### src/rtl/pq_op_scheduler.sv
`default_nettype none
// ============================================================================
// Module      : pq_op_scheduler
// Description : Round-robin front end for the hybrid_tree max-priority queue.
//               Grants one client request at a time. It classifies each
//               request as legal or illegal against the tracked occupancy.
//               For a legal request it issues a single-cycle queue command,
//               then holds off for a fixed settle gap, because the queue has
//               no busy indication. An ack, the popped root or an error is
//               returned to the owning client, tagged with that client's ID.
// Ports       : CLK, RSTn           clock, asynchronous active-low reset
//               i_req_valid/op/data per-client request (op 0=enq,1=deq,2=rep)
//               o_req_ready         one-hot grant (IDLE only)
//               o_rsp_*             one-cycle response pulse with id/data/err
//               o_pq_wrt/read/data  command to the queue
//               i_pq_data           current queue root
//               o_count, o_busy     tracked occupancy, not-idle flag
// Revision    : 1.0 - initial release
// ============================================================================
module pq_op_scheduler #(
    parameter int NUM_REQ    = 4,
    parameter int DATA_WIDTH = 16,
    parameter int QUEUE_SIZE = 12,
    parameter int OP_GAP     = 24
) (
    input  logic                               CLK,
    input  logic                               RSTn,
    input  logic [NUM_REQ-1:0]                 i_req_valid,
    input  logic [2*NUM_REQ-1:0]               i_req_op,
    input  logic [NUM_REQ*DATA_WIDTH-1:0]      i_req_data,
    output logic [NUM_REQ-1:0]                 o_req_ready,
    output logic                               o_rsp_valid,
    output logic [$clog2(NUM_REQ)-1:0]         o_rsp_id,
    output logic [DATA_WIDTH-1:0]              o_rsp_data,
    output logic                               o_rsp_err,
    output logic                               o_pq_wrt,
    output logic                               o_pq_read,
    output logic [DATA_WIDTH-1:0]              o_pq_data,
    input  logic [DATA_WIDTH-1:0]              i_pq_data,
    output logic [$clog2(QUEUE_SIZE+1)-1:0]    o_count,
    output logic                               o_busy
);

    localparam int c_ID_W  = $clog2(NUM_REQ);
    localparam int c_CNT_W = $clog2(QUEUE_SIZE+1);
    localparam int c_GAP_W = (OP_GAP > 1) ? $clog2(OP_GAP) : 1;

    localparam logic [c_CNT_W-1:0] c_FULL = c_CNT_W'(QUEUE_SIZE);

    localparam logic [1:0] c_OP_ENQ = 2'd0;
    localparam logic [1:0] c_OP_DEQ = 2'd1;
    localparam logic [1:0] c_OP_REP = 2'd2;

    localparam logic [1:0] c_ST_IDLE  = 2'd0;
    localparam logic [1:0] c_ST_ISSUE = 2'd1;
    localparam logic [1:0] c_ST_WAIT  = 2'd2;

    logic [1:0]            r_state;
    logic [c_ID_W-1:0]     r_rr_ptr;
    logic [1:0]            r_op;
    logic [c_ID_W-1:0]     r_id;
    logic [DATA_WIDTH-1:0] r_key;
    logic [c_GAP_W-1:0]    r_gap;
    logic [c_CNT_W-1:0]    r_count;
    logic                  r_rsp_valid;
    logic [c_ID_W-1:0]     r_rsp_id;
    logic [DATA_WIDTH-1:0] r_rsp_data;
    logic                  r_rsp_err;

    logic [1:0]            w_op_arr   [NUM_REQ];
    logic [DATA_WIDTH-1:0] w_data_arr [NUM_REQ];
    logic                  w_found;
    logic [c_ID_W-1:0]     w_win;
    logic [c_ID_W-1:0]     w_scan;
    logic [NUM_REQ-1:0]    w_onehot;
    logic [1:0]            w_op;
    logic                  w_legal;
    logic                  w_accept;

    // Per-client views of the packed opcode/key buses.
    generate
        for (genvar g = 0; g < NUM_REQ; g++) begin : g_unpack
            assign w_op_arr[g]   = i_req_op[2*g +: 2];
            assign w_data_arr[g] = i_req_data[g*DATA_WIDTH +: DATA_WIDTH];
        end
    endgenerate

    // Round-robin search: first valid client at or after the pointer, wrapping.
    always_comb begin
        w_found  = 1'b0;
        w_win    = '0;
        w_scan   = '0;
        w_onehot = '0;
        for (int k = 0; k < NUM_REQ; k++) begin
            w_scan = c_ID_W'((int'(r_rr_ptr) + k) % NUM_REQ);
            if (!w_found && i_req_valid[w_scan]) begin
                w_found = 1'b1;
                w_win   = w_scan;
            end
        end
        if (w_found) begin
            w_onehot[w_win] = 1'b1;
        end
    end

    assign w_op = w_op_arr[w_win];

    always_comb begin
        w_legal = 1'b0;
        case (w_op)
            c_OP_ENQ: w_legal = (r_count != c_FULL);
            c_OP_DEQ,
            c_OP_REP: w_legal = (r_count != '0);
            default:  w_legal = 1'b0;
        endcase
    end

    // Grants are suppressed while reset is asserted so every output reads 0.
    assign o_req_ready = ((r_state == c_ST_IDLE) && RSTn) ? w_onehot : '0;
    assign w_accept    = (r_state == c_ST_IDLE) && w_found;

    always_ff @(posedge CLK or negedge RSTn) begin
        if (!RSTn) begin
            r_state     <= c_ST_IDLE;
            r_rr_ptr    <= '0;
            r_op        <= c_OP_ENQ;
            r_id        <= '0;
            r_key       <= '0;
            r_gap       <= '0;
            r_count     <= '0;
            r_rsp_valid <= 1'b0;
            r_rsp_id    <= '0;
            r_rsp_data  <= '0;
            r_rsp_err   <= 1'b0;
        end else begin
            r_rsp_valid <= 1'b0;
            r_rsp_err   <= 1'b0;
            r_rsp_id    <= '0;
            r_rsp_data  <= '0;
            case (r_state)
                c_ST_IDLE: begin
                    if (w_accept) begin
                        r_rr_ptr <= (w_win == c_ID_W'(NUM_REQ-1)) ? '0 : w_win + 1'b1;
                        if (w_legal) begin
                            r_op    <= w_op;
                            r_id    <= w_win;
                            r_key   <= w_data_arr[w_win];
                            r_state <= c_ST_ISSUE;
                        end else begin
                            // Rejected without touching the queue; IDLE keeps granting.
                            r_rsp_valid <= 1'b1;
                            r_rsp_err   <= 1'b1;
                            r_rsp_id    <= w_win;
                        end
                    end
                end
                c_ST_ISSUE: begin
                    // The root is sampled before the queue applies this command.
                    r_rsp_valid <= 1'b1;
                    r_rsp_id    <= r_id;
                    r_rsp_data  <= (r_op == c_OP_ENQ) ? '0 : i_pq_data;
                    if (r_op == c_OP_ENQ) begin
                        r_count <= r_count + 1'b1;
                    end else if (r_op == c_OP_DEQ) begin
                        r_count <= r_count - 1'b1;
                    end
                    r_gap   <= c_GAP_W'(OP_GAP-1);
                    r_state <= c_ST_WAIT;
                end
                c_ST_WAIT: begin
                    // Leaving as the counter reaches 0 lets the IDLE grant cycle
                    // count as the last gap cycle: commands land OP_GAP+1 apart.
                    if (r_gap <= c_GAP_W'(1)) begin
                        r_state <= c_ST_IDLE;
                    end
                    if (r_gap != '0) begin
                        r_gap <= r_gap - 1'b1;
                    end
                end
                default: begin
                    r_state <= c_ST_IDLE;
                end
            endcase
        end
    end

    assign o_pq_wrt    = (r_state == c_ST_ISSUE) && (r_op != c_OP_DEQ);
    assign o_pq_read   = (r_state == c_ST_ISSUE) && (r_op != c_OP_ENQ);
    assign o_pq_data   = (r_state == c_ST_ISSUE) ? r_key : '0;
    assign o_rsp_valid = r_rsp_valid;
    assign o_rsp_id    = r_rsp_id;
    assign o_rsp_data  = r_rsp_data;
    assign o_rsp_err   = r_rsp_err;
    assign o_count     = r_count;
    assign o_busy      = (r_state != c_ST_IDLE);

endmodule
`default_nettype wire

### config.mk
export PLATFORM = sky130hd
export DESIGN_NAME = pq_op_scheduler
export DESIGN_NICKNAME = d
export VERILOG_FILES = /design/src/rtl/pq_op_scheduler.sv
export SDC_FILE = /design/constraint.sdc
export NUM_CORES = 1
export LEC_CHECK = 0
export ABC_CLOCK_PERIOD_IN_PS = 3490
export CORE_MARGIN = 2
export CORE_UTILIZATION = 42
export CTS_CLUSTER_SIZE = 30
export DETAILED_ROUTE_END_ITERATION = 12
export PLACE_DENSITY_LB_ADDON = 0.3
export SLEW_MARGIN = 20
export SYNTH_ARGS = -nofsm -noshare
export SYNTH_HDL_FRONTEND = slang
export SYNTH_SLANG_ARGS = --single-unit
### constraint.sdc
create_clock -name CLK -period 3.49 [get_ports CLK]
set_input_delay 0.698 -clock CLK [delete_from_list [all_inputs] [get_ports CLK]]
set_output_delay 0.698 -clock CLK [all_outputs]
set_load 0.02 [all_outputs]
==> flow_metrics.py <==
metrics = {
    "status": {
        "status": "complete, no violations",
    },
    "timing": {
        "min_period_ns": 3.30,
        "hold_viol": 0,
        "grt_setup_unrepaired": "no",
        "setup_ws_ns": 0.185,
        "finalMaxSlewViolations": 0,
        "max_freq_mhz": 303,
        "finalCritPeriodShare_pct": 94.7,
        "tightest_slew_ns": 0.663,
        "setup_viol_count_final": 0,
        "fin_skew_ns": 0.00725,
        "slew-limit-headroom_pct": 55.8,
    },
    "clock_network": {
        "numCtsBuffers": 5,
        "cts_tree": "done",
        "cts_sinks": 53,
        "clock_latency_ns": 0.31,
        "cts_root_buffer": "clkbuf_8",
        "postCtsSetupBuffers": 0,
        "cts_buffer_depth": 2,
        "h-tree-depth": 2,
        "clk_pin_slew_worst_paths_ns": 0.09,
        "holdBufCountCts": 0,
    },
    "routing": {
        "vias": 2941,
        "drt-initial-drc-count": 117,
        "vias_per_cell": 4.88,
        "route.detailed.drc": 0,
        "first_pass_iters": 4,
        "wl_per_cell_um": 13.5,
        "ant_nets": 0,
        "drt-total-wl_mm": 8.14,
    },
    "floorplan": {
        "start_util_pct": 44.1,
        "die_area_um2": 7900,
        "dieWidth_um": 88.9,
        "die_h_um": 88.9,
        "io-pin-count": 141,
        "num_rows": 30,
        "core_area_um2": 6870,
    },
    "global_routing": {
        "grt_pass1_wl_mm": 12.9,
        "grt_overflow_total": 0,
        "grt_usage_pct": 20.8,
        "antenna_found_initial": 0,
        "grtUsageMet3_pct": 6.19,
        "grt_pass1_vias": 2932,
        "grt.busiest_layer": "met2",
        "grt_max_degree": 54,
        "gr-usage-met1_pct": 23.7,
        "grt_util_met2_pct": 38.1,
    },
    "logic_synthesis": {
        "synth.most_common_cell": "nand2_1",
        "synth_top_family_by_area": "simple AND/OR/NAND/NOR gates",
        "synthSimpleGateAreaFrac_pct": 27.8,
        "syn_area_um2": 3030,
        "ys_ff_latch": 53,
        "synth.top_cells.by_count": "nand2_1 (89), dfrtp_1 (53), nor2_1 (24), inv_1 (23), nand3_1 (23)",
        "synth_compound_area_share_pct": 13.6,
        "ys_seq_area_share_pct": 43.8,
        "synth-main-ff-cell": "dfrtp_1",
        "syn_inst": 360,
        "synthXorXnorAreaFrac_pct": 1.74,
        "synth_warnings": 0,
        "synth_adder_area_share_pct": 4.79,
        "syn_nets": 465,
        "synthTopCellsByArea": "dfrtp_1 (44%), nand2_1 (11%), o211ai_1 (4.2%), ha_1 (4.1%), nand3_1 (3.8%)",
        "synthMuxAreaShare_pct": 1.82,
        "synth.distinct_cells": 42,
        "yosysTopAreaCell": "dfrtp_1",
        "avgSynthCellArea_um2": 8.41,
        "synthArstFlopShare_pct": 100,
        "synth_edf_count": 0,
        "yosysTopAreaCellShare_pct": 43.8,
    },
    "placed_design": {
        "place_area_um2": 4590,
        "hpwlAfterDp_mm": 6.45,
        "io_buffers": 140,
        "dp.cells": 595,
        "post-place-ws_ns": -0.0820,
        "place.gp.congestion": 0.820,
    },
    "critical_path": {
        "critPathLaunchType": "primary input",
        "r2r_cells": 11,
        "cp_max_fo": 5,
        "timing.rr.start": "r_rr_ptr[1]",
        "required_ns": 2.79,
        "rrSetupSlack_ns": 0.61,
        "end_kind": "output pin",
        "arrival_ns": 2.61,
        "rr_endpoint": "r_id[0]",
        "critPathKind": "primary input to output pin",
    },
    "job": {
        "cap_violations": 0,
    },
    "worst_hold_path": {
        "hold_path.startpoint": "r_id[0]",
        "hold_depth": 2,
        "hold_end": "o_rsp_id[0]",
        "hp-class": "flip-flop to flip-flop",
    },
    "power_and_ir_drop": {
        "p_leak_nw": 2.17,
        "power.density_nw_per_um2": 725,
        "peakVddDrop_mv": 0.302,
    },
    "cells_and_area": {
        "layout.nets": 611,
        "flow.area_growth_from_synthesis_pct": 54.5,
        "n_antenna_cell": 0,
        "instances_no_fill": 603,
        "drive_gt1_share_pct": 7.89,
        "fin_area_um2": 4680,
    },
}
-- registers in the layout (all words and copies together) (netlist names) --
register / count
r_rr_ptr: 2
o_rsp_err: 1
r_state: 2
r_id: 2
r_op: 2
o_count: 4
r_key: 16
o_rsp_id: 2
o_rsp_data: 16
o_rsp_valid: 1
r_gap: 5
-- kinds of logic (layout without fill, tap and decap cells) --
family          after synthesis  count (layout)
simple gates                181             181
compound gates               61              61
flops                        53              53
buf+inv                      43             190
fa+ha+maj                    11              11
xor+xnor                      6               6
mux                           5               5
-- layer usage --
layer | share of wire (%) | up-vias | routed length [um]
li1 | - | 1485 | -
met1 | 38 | 1344 | 3130
met2 | 54 | 102 | 4380
met3 | 6.5 | 10 | 532
met4 | 1.1 | 0 | 89
met5 | 0 | - | 0
-- where the power goes --
group	internal, mW	switching [mW]
clock	0.143	0.198
sequential	0.851	0.142
combinational	0.946	1.11
-- placed cells by master, fill, tap and decap left out, types with 2 or more instances in the layout --
master,instances
nor2_1,24
nand2_1,89
and2_1,16
xnor2_1,4
and3_1,8
ha_1,10
nor3_1,5
buf_4,17
dlygate4sd2_1,2
xor2_1,2
nand2b_1,5
o21ai_0,11
o211ai_1,17
o22ai_2,2
clkbuf_8,5
a21oi_1,9
dlymetal6s2s_1,2
mux2_2,4
dfrtp_1,53
and2_4,2
inv_1,23
clkdlybuf4s50_1,135
nor2b_1,2
nand3_1,23
o22ai_1,15
-- layout make-up --
cell class	instances	area, um2
Sequential cell	53	1330
Tap cell	96	120
Multi-Input combinational cell	264	1510
Inverter	24	90.1
Clock buffer	6	72.6
Fill cell	558	2190
Clock inverter	2	13.8
Timing Repair Buffer	158	1550
-- what timing repair did --
item,in CTS,in global routing
setup endpoints to repair,2,2
gates cloned,0,0
hold endpoints to repair,0,0
pin swaps,0,0
gates resized for setup,3,2
-- per-stage QoR --
step | TNS [ns] | power (mW) | hold WS (ns) | util, %
after floorplan | 0 | 2.39 | 0.402 | -
after global placement | -0.00652 | 3.00 | 0.464 | 66.8
after detailed placement | -0.267 | 3.08 | 0.480 | 66.8
after CTS | 0 | 3.42 | 0.502 | 68.1
after global routing | 0 | 3.68 | 0.528 | 68.1
final | 0 | 3.39 | 0.499 | 68.1
-- how the worst max path moves through the flow --
stage,from,end,depth (start not counted)
after floorplan,i_req_valid[0],o_req_ready[1],7
after global placement,i_req_valid[2],o_req_ready[0],8
after detailed placement,i_req_valid[2],o_req_ready[1],8
after CTS,i_req_valid[0],o_req_ready[3],8
after global routing,i_req_valid[2],o_rsp_id[1],12
final,i_req_valid[2],o_req_ready[1],8
-- critical path, stage by stage --
cell	delay, ns
clkdlybuf4s50_1	0.56
nand2b_1	0.10
o211a_1	0.26
nor2_4	0.17
clkinv_1	0.14
ha_1	0.19
and3_1	0.15
dlygate4sd2_1	0.31
Note: power is estimated with default switching activity, not from simulation.
